`src/rtl/counter_ctrl_pkg.sv`:
```
// counter_ctrl_pkg: shared state type and default sizing for the modulo counter controller
package counter_ctrl_pkg;
    localparam int CC_WIDTH = 4;
    localparam int CC_DEFAULT_MOD = 13;
    typedef enum logic [1:0] {IDLE, RUN, DONE} state_t;
endpackage

```
`src/rtl/mod_counter_ctrl_if.sv`:
```
// mod_counter_ctrl_if: config/control handshake and status bundle of the modulo counter controller
interface mod_counter_ctrl_if import counter_ctrl_pkg::*; #(parameter int WIDTH = CC_WIDTH);
    logic cfg_valid, cfg_ready, cfg_err, start, stop, tc, busy, done;
    logic [WIDTH-1:0] cfg_mod, cfg_reps, Q, wraps;
    modport master (
        output cfg_valid, cfg_mod, cfg_reps, start, stop,
        input  cfg_ready, cfg_err, Q, tc, busy, done, wraps
    );
    modport slave (
        input  cfg_valid, cfg_mod, cfg_reps, start, stop,
        output cfg_ready, cfg_err, Q, tc, busy, done, wraps
    );
endinterface

```
`src/rtl/mod_n_counter.sv`:
```
// mod_n_counter: registered modulo-N up counter with clear priority and terminal-count flag
module mod_n_counter #(parameter int WIDTH = 4) (
    input  logic             clk,
    input  logic             reset,
    input  logic             clear,
    input  logic             enable,
    input  logic [WIDTH-1:0] modulus,
    output logic [WIDTH-1:0] Q,
    output logic             tc
);
    assign tc = Q == modulus - 1'b1;
    always_ff @(posedge clk)
        if (reset || clear) Q <= '0;
        else if (enable) Q <= tc ? '0 : Q + 1'b1;
endmodule

```
`src/rtl/mod_counter_ctrl.sv`:
```
// mod_counter_ctrl: IDLE/RUN/DONE controller with runtime modulus and repeat count around a modulo-N counter
module mod_counter_ctrl import counter_ctrl_pkg::*; #(
    parameter int WIDTH       = CC_WIDTH,
    parameter int DEFAULT_MOD = CC_DEFAULT_MOD
) (
    input logic               clk,
    input logic               reset,
    mod_counter_ctrl_if.slave bus
);
    state_t state, state_n;
    logic [WIDTH-1:0] mod_r, reps_r, wraps_r, q;
    logic cnt_tc, err_r, accept, legal, last, clear;
    mod_n_counter #(.WIDTH(WIDTH)) u_cnt (
        .clk(clk), .reset(reset), .clear(clear), .enable(state == RUN),
        .modulus(mod_r), .Q(q), .tc(cnt_tc)
    );
    always_comb begin
        accept        = state == IDLE && bus.cfg_valid;
        legal         = |bus.cfg_mod[WIDTH-1:1];
        last          = reps_r != '0 && wraps_r == reps_r - 1'b1;
        clear         = state != RUN || bus.stop;
        state_n       = state == IDLE ? (bus.start ? RUN : IDLE) :
                        state == RUN  ? (bus.stop ? IDLE : (cnt_tc && last) ? DONE : RUN) : IDLE;
        bus.Q         = q;
        bus.tc        = state == RUN && cnt_tc;
        bus.busy      = state == RUN;
        bus.done      = state == DONE;
        bus.cfg_ready = state == IDLE;
        bus.cfg_err   = err_r;
        bus.wraps     = wraps_r;
    end
    always_ff @(posedge clk)
        state <= reset ? IDLE : state_n;
    // wraps_r + 1 equals reps_r on the final wrap, so one increment covers both cases
    always_ff @(posedge clk)
        if (reset) begin
            mod_r   <= WIDTH'(DEFAULT_MOD);
            reps_r  <= '0;
            wraps_r <= '0;
            err_r   <= 1'b0;
        end else begin
            err_r <= accept && !legal;
            if (accept && legal) begin
                mod_r  <= bus.cfg_mod;
                reps_r <= bus.cfg_reps;
            end
            if (state == IDLE && bus.start) wraps_r <= '0;
            else if (state == RUN && !bus.stop && cnt_tc) wraps_r <= wraps_r + 1'b1;
        end
endmodule

```
`src/flat_wrapper.sv`:
```
// flat-port wrapper written by rule: the top's interface ports become plain ports
module mod_counter_ctrl_flat import counter_ctrl_pkg::*;
#(
    parameter int WIDTH       = CC_WIDTH,
    parameter int DEFAULT_MOD = CC_DEFAULT_MOD
)
  (clk, reset, bus_cfg_valid, bus_cfg_mod, bus_cfg_reps, bus_start, bus_stop, bus_cfg_ready, bus_cfg_err, bus_Q, bus_tc, bus_busy, bus_done, bus_wraps);
  mod_counter_ctrl_if #(.WIDTH(WIDTH)) bus_i ();
  input logic clk;
  input logic reset;
  input wire logic [$bits(bus_i.cfg_valid)-1:0] bus_cfg_valid;
  input wire logic [$bits(bus_i.cfg_mod)-1:0] bus_cfg_mod;
  input wire logic [$bits(bus_i.cfg_reps)-1:0] bus_cfg_reps;
  input wire logic [$bits(bus_i.start)-1:0] bus_start;
  input wire logic [$bits(bus_i.stop)-1:0] bus_stop;
  output wire logic [$bits(bus_i.cfg_ready)-1:0] bus_cfg_ready;
  output wire logic [$bits(bus_i.cfg_err)-1:0] bus_cfg_err;
  output wire logic [$bits(bus_i.Q)-1:0] bus_Q;
  output wire logic [$bits(bus_i.tc)-1:0] bus_tc;
  output wire logic [$bits(bus_i.busy)-1:0] bus_busy;
  output wire logic [$bits(bus_i.done)-1:0] bus_done;
  output wire logic [$bits(bus_i.wraps)-1:0] bus_wraps;
  assign bus_i.cfg_valid = bus_cfg_valid;
  assign bus_i.cfg_mod = bus_cfg_mod;
  assign bus_i.cfg_reps = bus_cfg_reps;
  assign bus_i.start = bus_start;
  assign bus_i.stop = bus_stop;
  assign bus_cfg_ready = bus_i.cfg_ready;
  assign bus_cfg_err = bus_i.cfg_err;
  assign bus_Q = bus_i.Q;
  assign bus_tc = bus_i.tc;
  assign bus_busy = bus_i.busy;
  assign bus_done = bus_i.done;
  assign bus_wraps = bus_i.wraps;
  mod_counter_ctrl #(.WIDTH(WIDTH), .DEFAULT_MOD(DEFAULT_MOD)) u_core (.clk(clk), .reset(reset), .bus(bus_i));
endmodule
```
`config.mk`:
```
export PLATFORM = sky130hd
export DESIGN_NAME = mod_counter_ctrl_flat
export DESIGN_NICKNAME = d
export VERILOG_FILES = /design/src/rtl/counter_ctrl_pkg.sv /design/src/rtl/mod_counter_ctrl_if.sv /design/src/rtl/mod_n_counter.sv /design/src/rtl/mod_counter_ctrl.sv /design/src/flat_wrapper.sv
export SDC_FILE = /design/constraint.sdc
export NUM_CORES = 1
export LEC_CHECK = 0
export CAP_MARGIN = 20
export CORE_MARGIN = 10
export CORE_UTILIZATION = 45
export CTS_BUF_LIST = sky130_fd_sc_hd__clkbuf_4 sky130_fd_sc_hd__clkbuf_8
export DETAILED_ROUTE_END_ITERATION = 8
export PLACE_DENSITY = 0.87
export REMOVE_ABC_BUFFERS = 1
export SETUP_SLACK_MARGIN = 0.4
export SLEW_MARGIN = 20
export SYNTH_ARGS = -nofsm -noshare
export SYNTH_HDL_FRONTEND = slang
export SYNTH_SLANG_ARGS = --single-unit
```
`constraint.sdc`:
```
create_clock -name clk -period 2.1 [get_ports clk]
set_clock_uncertainty 0.05 [all_clocks]
set_input_delay 0.42 -clock clk [delete_from_list [all_inputs] [get_ports clk]]
set_output_delay 0.42 -clock clk [all_outputs]
set_load 0.005 [all_outputs]
```
==> tab_implementation.tex <==
\begin{tabular}{lr}
\hline
Metric & Value \\
\hline
\multicolumn{2}{l}{\textbf{Run status}} \\
Run status & completed \\
\multicolumn{2}{l}{\textbf{Logic synthesis}} \\
Gate count of the mapped netlist & $\sim$120 \\
Top cells by count, synth & 19 x sky130\_fd\_sc\_hd\_\_dfxtp\_1, 14 x sky130\_fd\_sc\_hd\_\_nand2\_1, 9 x sky130\_fd\_sc\_hd\_\_xnor2\_1 \\
Most common cell in the netlist & sky130\_fd\_sc\_hd\_\_dfxtp\_1 \\
Synth warnings & 0 \\
Post-synthesis average cell area & 8.83 um\^{}2 \\
Library cell with the largest summed area after synthesis & sky130\_fd\_sc\_hd\_\_dfxtp\_1 \\
Total standard cell area after synthesis & around 1000 um\^{}2 \\
Post-synth top area share & roughly 37\% \\
Commonest register cell after synthesis & sky130\_fd\_sc\_hd\_\_dfxtp\_1 \\
Number of enable flip-flop cells after synthesis & 0 \\
Top post-synthesis cells by area & sky130\_fd\_sc\_hd\_\_dfxtp\_1 37\%, sky130\_fd\_sc\_hd\_\_xnor2\_1 7.7\%, sky130\_fd\_sc\_hd\_\_nand2\_1 5.1\% \\
Async set-reset flop share out of synthesis & 0\% \\
Synth cell types & 35 \\
Synthesized flop and latch total & 19 \\
Post-synthesis sequential area ratio & 37.1\% \\
\multicolumn{2}{l}{\textbf{Floorplan}} \\
Vertical die dimension & 67.7 um \\
Number of top-level design ports & 26 \\
CORE AREA & between 2000 and 2500 um\^{}2 \\
Horiz. Die Dim & 67.7 um \\
Effective utilization at floorplan & 46.8\% \\
DIE AREA & 4590 um\^{}2 \\
Number of cell rows & 17 \\
\multicolumn{2}{l}{\textbf{Global routing}} \\
Total routing resource utilization after global routing & 16.3\% \\
Global-route track usage on met1 & between 10\% and 20\% \\
Top Usage Layer GRT & met2 \\
Vias in the first global route & 1160 \\
First-pass GRT wire length & about 5.7 mm \\
Met3 track demand over resource & 2.81\% \\
Met2 usage in global routing & a little under a third \\
Grt ovf & 0 \\
Maximum number of pins on one net before global-route repair & 11 \\
Initial antenna violation count & 0 \\
\multicolumn{2}{l}{\textbf{Critical path}} \\
Setup crit start kind & flip-flop \\
Path type of the worst setup path & flip-flop to output port \\
Arrival time at the worst endpoint & 1.62 ns \\
Type of destination of the critical path & output port \\
Cell with the largest stage delay on the worst path & sky130\_fd\_sc\_hd\_\_dfxtp\_2 \\
Largest stage delay on the critical path & approximately 0.36 ns \\
Cell breakdown of the critical path & inv\_2 -> ha\_4 -> xnor2\_2 -> nor3\_2 -> and3\_1 -> buf\_2 \\
Required time at the endpoint of the critical path & 1.63 ns \\
Internal reg-to-reg setup slack & about 0.14 ns \\
Maximum fanout along the worst path & 2 \\
\multicolumn{2}{l}{\textbf{Clocking}} \\
CTS tree & built \\
Buffer levels on the longest clock path & 2 \\
Count of H-tree levels built during CTS & 1 \\
Clock transition at the register clock pins on the worst setup and hold paths after CTS & $\sim$0.12 ns \\
CTS Root Cell & sky130\_fd\_sc\_hd\_\_clkbuf\_4 \\
Clk\_lat worst skew & approximately 0.32 ns \\
Clk sink count & 19 \\
TritonCTS Buffers & 3 \\
\multicolumn{2}{l}{\textbf{Timing}} \\
Final Slew Violations & 0 \\
Transition time at the pin with the least slew margin & approximately 0.9 ns \\
Slack of the critical path & $\sim$0.011 ns \\
Setup violation total in the final timing report & 0 \\
Highest attainable clock frequency & roughly 480 MHz \\
Total count of hold-check failures in the final report & 0 \\
Final worst path period share & approximately 99\% \\
Normalized max-slew margin & between 30\% and 40\% \\
RSZ-0062 raised after global routing & yes \\
Minimum period implied by the final worst setup slack & around 2.1 ns \\
\multicolumn{2}{l}{\textbf{Job}} \\
Max-cap violations & 0 \\
\multicolumn{2}{l}{\textbf{Finish}} \\
Net count of the finished layout & 193 \\
Number of diodes & 0 \\
Final instance count without filler cells & between 200 and 250 \\
Synth-to-layout area growth & 70.8\% \\
Core utilization of the finished layout & between 70\% and 80\% \\
Share of cells above drive strength 1 & between 40\% and 50\% \\
Count of fill cells added during filler insertion & $\sim$130 \\
\multicolumn{2}{l}{\textbf{Power and ir drop}} \\
Clock share of power & about a quarter \\
Pint & $\sim$0.0006 W \\
Sequential Power Share & 43.2\% \\
Max VDD drop & between 0.0003 and 0.0004 V \\
Switching share of power & $\sim$33\% \\
Power per cell area & 505 nW/um\^{}2 \\
Switching power of the nets & between 0.0002 and 0.0003 W \\
Leakage dissipation & approximately 0.8 nW \\
Combinational power share & a little under a third \\
\multicolumn{2}{l}{\textbf{Placed design}} \\
Cells after DPL & $\sim$180 \\
Port buffer count & 25 \\
Placed wire-length estimate & between 2 and 2.5 mm \\
Routability congestion estimate & $\sim$0.84 \\
Worst slack, placed & -0.118 ns \\
\multicolumn{2}{l}{\textbf{Drt}} \\
Via count of the routed design & $\sim$1.2k \\
Initial DRT Pass Iterations & 8 \\
Total length of routed wires & $\sim$4.6 mm \\
Via density per instance & between 6 and 7 \\
Average wire length per cell after detail routing & about 22 um \\
\# DRC & 0 \\
Routed Antenna Nets & 0 \\
DRC violation total after the first TritonRoute iteration & approximately 150 \\
\multicolumn{2}{l}{\textbf{Min path}} \\
Type of the tightest min-delay check & flip-flop to flip-flop \\
\hline
\end{tabular}
[layer usage]
layer  share of wire (%)  wire length [um]  vias up
li1                    -                 -      532
met2                  48              2190      104
met5                   0                 0        -
met4                 4.9               225        0
met1                  38              1750      585
met3                 8.5               389       26
[cell type report]
cell class | instances | area [um^2] | area share (%)
Tap cell | 28 | 35.0 | 2.00
Clock buffer | 4 | 30.0 | 1.72
Inverter | 4 | 15.0 | 0.858
Sequential cell | 19 | 412 | 23.5
Timing Repair Buffer | 58 | 500 | 28.6
Multi-Input combinational cell | 90 | 758 | 43.3
[registers in the layout, indices dropped and copies added, names as in the netlist]
name and flops:
u_core.bus.cfg_err 1, u_core.bus.wraps 4, u_core.mod_r 4, u_core.reps_r 4
u_core.state 2, u_core.u_cnt.Q 4
[cells in the final DEF, fill, tap and decap left out, types with 2 or more instances in the layout]
master                            instances
sky130_fd_sc_hd__a21oi_1                  5
sky130_fd_sc_hd__a221o_1                  2
sky130_fd_sc_hd__and3_1                   3
sky130_fd_sc_hd__buf_4                   31
sky130_fd_sc_hd__buf_6                    2
sky130_fd_sc_hd__clkbuf_4                 4
sky130_fd_sc_hd__clkdlybuf4s50_1         17
sky130_fd_sc_hd__dfxtp_1                  6
sky130_fd_sc_hd__dfxtp_2                  7
sky130_fd_sc_hd__dfxtp_4                  6
sky130_fd_sc_hd__dlygate4sd2_1            4
sky130_fd_sc_hd__dlymetal6s2s_1           2
sky130_fd_sc_hd__ha_1                     3
sky130_fd_sc_hd__inv_1                    2
sky130_fd_sc_hd__inv_2                    2
sky130_fd_sc_hd__mux2i_1                  2
sky130_fd_sc_hd__nand2_1                 12
sky130_fd_sc_hd__nand3_1                  4
sky130_fd_sc_hd__nand4_1                  2
sky130_fd_sc_hd__nor2_1                   7
sky130_fd_sc_hd__nor3_2                   2
sky130_fd_sc_hd__nor3b_1                  3
sky130_fd_sc_hd__nor4_4                   2
sky130_fd_sc_hd__or3_1                    3
sky130_fd_sc_hd__xnor2_1                  8
sky130_fd_sc_hd__xor2_1                   5
[path summary, 6_finish.rpt]
path / from / endpoint / cells after the start
worst min register to register: u_core.reps_r[1] / u_core.reps_r[1] / 2
worst max register to register: u_core.mod_r[1] / u_core.bus.wraps[0] / 7
worst max-delay path: u_core.mod_r[1] / bus_tc / 6
worst min-delay path: u_core.reps_r[1] / u_core.reps_r[1] / 2
[power by group through the flow]
| stage | clock (W) | combinational, W | sequential (W) |
|---|---|---|---|
| 3_5_place_dp | 0 | 0.000192 | 0.000394 |
| 3_3_place_gp | 0 | 0.000183 | 0.000392 |
| 2_1_floorplan | 0 | 0.0000935 | 0.000393 |
| 6_report | 0.000220 | 0.000282 | 0.000382 |
| 5_1_grt | 0.000238 | 0.000296 | 0.000384 |
| 4_1_cts | 0.000206 | 0.000243 | 0.000383 |
[cell families after synthesis]
logic type | count (synthesis) | share of synthesized area, %
DFF | 19 | 37.1
AOI/OAI and AO/OA | 15 | 10.3
adders and majority gates | 4 | 4.88
muxes | 2 | 1.95
and+or+nand+nor | 54 | 28.9
buffers and inverters | 7 | 2.56
xor gates and xnor gates | 15 | 14.3
[through the flow]
step | power (W) | instance area (um^2) | setup TNS, ns | hold WS, ns
floorplan | 0.000486 | 1010 | 0 | 0.393
global placement | 0.000575 | 1430 | -0.0848 | 0.410
detailed placement | 0.000586 | 1430 | -0.118 | 0.419
CTS | 0.000831 | 1660 | 0 | 0.434
global route | 0.000918 | 1750 | -0.0791 | 0.470
finish | 0.000884 | 1750 | 0 | 0.443
[what timing repair did]
action / 4_1_cts / 5_1_grt
buffers inserted: 9 / 6
pin swaps: 15 / 6
hold buffers: 0 / 0
setup endpoints to repair: 20 / 22
hold endpoints to repair: 0 / 0
resized for setup: 48 / 14
[critical path: cells and delay by family (launching register included)]
family | cells | cell delay (ns)
xor gates and xnor gates | 1 | 0.15
adders and majority gates | 1 | 0.23
buffers and inverters | 2 | 0.15
DFF | 1 | 0.36
and+or+nand+nor | 2 | 0.41
Power figures use the tool's default switching activity.
==> patch 1 (config.mk and constraints unchanged) <==
Change the package constant `CC_WIDTH` from 4 to 6.
--- a/src/rtl/counter_ctrl_pkg.sv
+++ b/src/rtl/counter_ctrl_pkg.sv
@@ -1,6 +1,6 @@
 // counter_ctrl_pkg: shared state type and default sizing for the modulo counter controller
 package counter_ctrl_pkg;
-    localparam int CC_WIDTH = 4;
+    localparam int CC_WIDTH = 6;
     localparam int CC_DEFAULT_MOD = 13;
     typedef enum logic [1:0] {IDLE, RUN, DONE} state_t;
 endpackage
Ports: changed (resized bus_Q, bus_cfg_mod, bus_cfg_reps and bus_wraps); port bits go from 26 to 34. The function was not compared with the original's and may differ.
==> patch 1 against the original RTL <==
  * The flow now finishes with violations (negative setup slack)
  * Utilization decreased by 0.51 points
  * Power increased by 33%
  * Routed wire length increased by 14%
  * Final area increased by 40%
  * Highest routed layer unchanged
  * Area after synthesis rose by 42%
  * Clock power rose by 9.1%
  * Global-route usage down 2.0 points
  * Setup slack worse by 310 ps
  * Largest cell class unchanged
  * Register-to-register slack got worse by 360 ps
  * Sequential cell count increased by 8
==> patch 1: results <==
metrics = {
    "cells_and_area": {
        "final_nets": 269,
        "fill_cells": 190,
        "antenna-diode-count": 0,
        "drive_gt1_share_pct": 41.87,
    },
    "logic_synthesis": {
        "yosys-top-cells-count": "dfxtp_1 (27), nor2_1 (23), xnor2_1 (11)",
        "synthTopCellsByArea": "dfxtp_1 (37%), xnor2_1 (6.6%), nor2_1 (5.9%), ha_1 (4.3%), mux2i_1 (4.1%)",
        "dominantRegCellSynth": "dfxtp_1",
        "yosysSeqAreaShare_pct": 37.24,
        "ys_types": 42,
        "ys_async_sr_fraction_pct": 0,
    },
    "worst_setup_path": {
        "startpoint": "u_core.mod_r[0]$_SDFFE_PP1P_",
        "reg2reg_slack_ps": -220,
        "slowest_delay_ps": 390,
        "critPathArrivalTime_ps": 1930,
        "cp_slowest_cell": "or3_4",
        "cp_max_fo": 3,
    },
    "grt": {
        "grt_pass1_wl_um": 7210,
        "grt_max_degree": 17,
        "grt_pass1_vias": 1537,
        "grtUsageTotal_pct": 14.28,
    },
    "detailed_routing": {
        "first_pass_iters": 4,
        "vias": 1584,
        "drt_iter0_drc": 126,
        "wl_per_cell_um": 17.84,
    },
    "status": {
        "run_status": "finished with violations",
        "failed_checks": "negative setup slack",
    },
    "hold_path": {
        "hold_class": "flip-flop to flip-flop",
        "worstHoldStart": "u_core.u_cnt.Q[0]$_SDFFE_PP0P_",
    },
    "pwr": {
        "leakagePower_uw": 0.001052,
        "vdd_drop_max_mv": 0.3476,
        "switching_share_pct": 30.74,
    },
    "place": {
        "dp_hpwl_um": 3012,
        "dpl_worst_slack_ps": -362.2,
        "gp_congestion": 0.8169,
        "port_buffers": 33,
    },
    "sta": {
        "layout_setup_ws_ps": -295.5,
        "slew_headroom_pct": 58.27,
        "setup_viol": 10,
    },
    "clock_tree": {
        "insertion_delay_ps": 340,
        "clk_pin_slew_ps": 160,
        "root_buffer": "clkbuf_4",
    },
}
patch 1: cell families (layout without fill, tap and decap cells):
kind of cell / after synthesis / in the layout / share of synthesized area (%)
and+or+nand+nor: 67 / 67 / 24.05
buffers and inverters: 10 / 89 / 3.103
adders and majority gates: 5 / 5 / 4.310
DFF: 27 / 27 / 37.24
xor gates and xnor gates: 17 / 17 / 10.26
muxes: 6 / 6 / 4.138
AOI/OAI and AO/OA: 35 / 35 / 16.90
patch 1: worst paths after layout:
path | endpoint | depth (start not counted)
worst max-delay path | bus_tc | 7
worst min register to register | u_core.u_cnt.Q[0]$_SDFFE_PP0P_ | 2
worst max register to register | u_core.state[0]$_SDFF_PP0_ | 8
worst min-delay path | u_core.u_cnt.Q[0]$_SDFFE_PP0P_ | 2
patch 1: through the flow:
step	instances	setup TNS (ps)	hold slack, ps	area, um2	power, uW
floorplan	162	-287.3	406.5	1425	688.4
global placement	265	-373.8	462.2	2018	814.5
detailed placement	265	-757.5	460.2	2018	824.0
CTS	281	-738.5	502.6	2257	1088
global route	290	-2329	530.3	2444	1230
finish	290	-1460	516.3	2444	1173
patch 1: area by class of cell:
class / count / area share, %
clock buffer: 3 / 0.9217
inverter: 5 / 0.7681
clock inverter: 1 / 0.3072
multi-input combinational: 130 / 43.16
timing repair buffer: 80 / 28.88
sequential: 27 / 23.71
tap: 44 / 2.253
patch 1: tightest hold or removal path, stage by stage (launching register included):
cell	delay [ps]
dfxtp_2	380
buf_4	130
nor2_1	40
patch 1: repair_timing:
action | CTS | global route
endpoints found under the setup margin | 30 | 21
setup buffers | 12 | 9
resized for setup | 68 | 30
pin swaps | 23 | 9
patch 1: power by group through the flow:
stage                     sequential (uW)  clock, uW  combinational (uW)
after floorplan                       560          0                 129
after global placement                562          0                 252
after detailed placement              564          0                 260
after CTS                             546        243                 299
after global routing                  551        265                 413
final                                 549        240                 384
patch 1: layer usage:
metal	share of wire (%)	GRT usage (%)	up-vias
met2	49	24.28	57
li1	-	-	765
met4	3.6	6.320	0
met3	3.9	2.214	15
met1	43	17.19	747
met5	0	0	-
==> patch 2 (same flow settings) <==
Without the edit above. Reset style: asynchronous (`reset`), changed in one clocked block.
--- a/src/rtl/mod_counter_ctrl.sv
+++ b/src/rtl/mod_counter_ctrl.sv
@@ -32,7 +32,7 @@
     always_ff @(posedge clk)
         state <= reset ? IDLE : state_n;
     // wraps_r + 1 equals reps_r on the final wrap, so one increment covers both cases
-    always_ff @(posedge clk)
+    always_ff @(posedge clk or posedge reset)
         if (reset) begin
             mod_r   <= WIDTH'(DEFAULT_MOD);
             reps_r  <= '0;
Check against the original RTL: differs if reset is asserted again (counterexample within 4 cycles, from zero or initial values and one cycle with reset high); with reset held inactive, the same outputs for 10 cycles.
==> patch 2 against the original RTL <==
  * The run now ends with negative setup slack left
  * Final area down 8.2%
  * Count of clock-buffer cells in the layout unchanged
  * Non-clock buffer count down 10
  * Routed wire length down 33%
  * Sequential power up 12%
  * Global-route usage down 1.8 points
  * Setup slack worse by 280 ps
  * Sequential cell count unchanged
  * Clock power down 5%
  * Power up 17%
  * Area after synthesis up 0.24%
  * Via count down 23%
  * Highest routed layer unchanged
==> patch 2: results <==
metrics = {
    "place": {
        "dp_hpwl_um": 1992,
        "placed_area_um2": 1380,
        "place_inst": 159,
        "gp_congestion": 0.8158,
        "dpl_worst_slack_ps": -254.6,
    },
    "clock_tree": {
        "post_cts_resized": 28,
        "post_cts_buffers": 13,
        "cts_max_level": 1,
    },
    "cells_and_area": {
        "seq_area_um2": 457.9,
        "nMultiInputCombCells": 71,
        "final_nets": 168,
        "fill_cells": 161,
        "syn_to_final_growth_pct": 56.39,
        "buffer_area_share_pct": 27.57,
        "multi_input_area_share_pct": 38.24,
        "clk_share_pct": 1.869,
        "drive_gt1_share_pct": 35.57,
        "n_all_inverters": 7,
        "buffers": 48,
        "seq_cell_count": 19,
    },
    "pwr": {
        "leakagePower_uw": 0.0008047,
        "p_comb_uw": 398,
        "p_comb_share_pct": 38.6,
        "seq_power_share_pct": 41.3,
        "vdd_drop_max_mv": 0.4283,
        "p_int_uw": 710.3,
    },
    "detailed_routing": {
        "wirelength_um": 3051,
        "first_pass_iters": 5,
        "drt_iter0_drc": 41,
        "vias": 955,
        "avgViaCountPerCell": 5.395,
    },
    "status": {
        "run_status": "finished with violations",
        "failed_checks": "negative setup slack",
    },
    "logic_synthesis": {
        "yosys-top-cells-count": "dfrtp_1 (10), nand2_1 (8), inv_1 (7)",
        "syn_avg_cell_area_um2": 10.59,
        "synth_fa_ha_area_share_pct": 6.090,
        "synthTopCellsByArea": "dfrtp_1 (24%), dfxtp_1 (12%), dfstp_2 (7.7%), mux2_2 (6.6%), ha_1 (6.1%)",
        "dominantRegCellSynth": "dfrtp_1",
        "syn_area_um2": 1027,
        "synth_xor_area_share_pct": 11.81,
        "synthMuxAreaShare_pct": 10.48,
        "ys_types": 29,
        "synth-compound-area-share_pct": 3.898,
        "ys_async_sr_fraction_pct": 68.42,
    },
    "worst_setup_path": {
        "cp_slowest_cell": "dfstp_2",
        "slowest_delay_ps": 560,
        "critPathArrivalTime_ps": 2500,
        "cp_max_fo": 3,
    },
    "sta": {
        "slew_headroom_pct": 65.96,
        "tns_ps": -2433,
        "layout_setup_ws_ps": -272.7,
        "setup_viol": 11,
        "hold_slack_ps": 473.4,
    },
    "grt": {
        "grt_pass1_vias": 1024,
        "antenna_found_initial": 0,
        "grtUsageTotal_pct": 14.51,
        "grt_max_degree": 14,
        "grt_pass1_wl_um": 4981,
    },
}
-- patch 2: cell count changes in the layout (fill, tap and decap cells not counted), sizes merged, moves of 3 or more --
cell	change
dfxtp	-13
buf	-10
dfrtp	+10
mux2	+6
nand2	-6
nor2	-5
a21oi	-4
or3	-4
dfstp	+3
inv	+3
nor3b	-3
xnor2	-3
-- patch 2: cell families after synthesis --
logic type	after synthesis
AOI/OAI and AO/OA	6
xor gates and xnor gates	12
adders and majority gates	5
buffers and inverters	7
DFF	19
muxes	10
and+or+nand+nor	38
-- patch 2: final timing paths --
check,startpoint,to,cells past startpoint
worst min register to register,u_core.u_cnt.Q[0]$_SDFFE_PP0P_,u_core.u_cnt.Q[0]$_SDFFE_PP0P_,1
worst max-delay path,u_core.mod_r[0]$_DFFE_PP1P_,u_core.u_cnt.Q[0]$_SDFFE_PP0P_,11
worst min-delay path,u_core.u_cnt.Q[0]$_SDFFE_PP0P_,u_core.u_cnt.Q[0]$_SDFFE_PP0P_,1
max in group asynchronous,reset,u_core.mod_r[3]$_DFFE_PP1P_,2
worst max register to register,u_core.mod_r[0]$_DFFE_PP1P_,u_core.u_cnt.Q[0]$_SDFFE_PP0P_,11
min in group asynchronous,reset,u_core.bus.wraps[1]$_DFFE_PP0P_,2
-- patch 2: critical path, delay by kind of cell (launching register included) --
kind	cells	cell delay (ps)
buffers and inverters	7	710
flip-flops	1	560
AO/OA/AOI/OAI	1	410
adder cells (fa/ha/maj)	1	290
XOR/XNOR	1	130
AND/OR/NAND/NOR	1	70
-- patch 2: routing by layer --
metal	GRT usage, %	part of all wire, %	up-vias	wire length, um
met5	0	0	-	0
met4	6.784	2.8	0	85
met3	2.975	8.1	9	247
met2	27.46	52	44	1597
met1	14.78	37	458	1120
li1	-	-	444	-
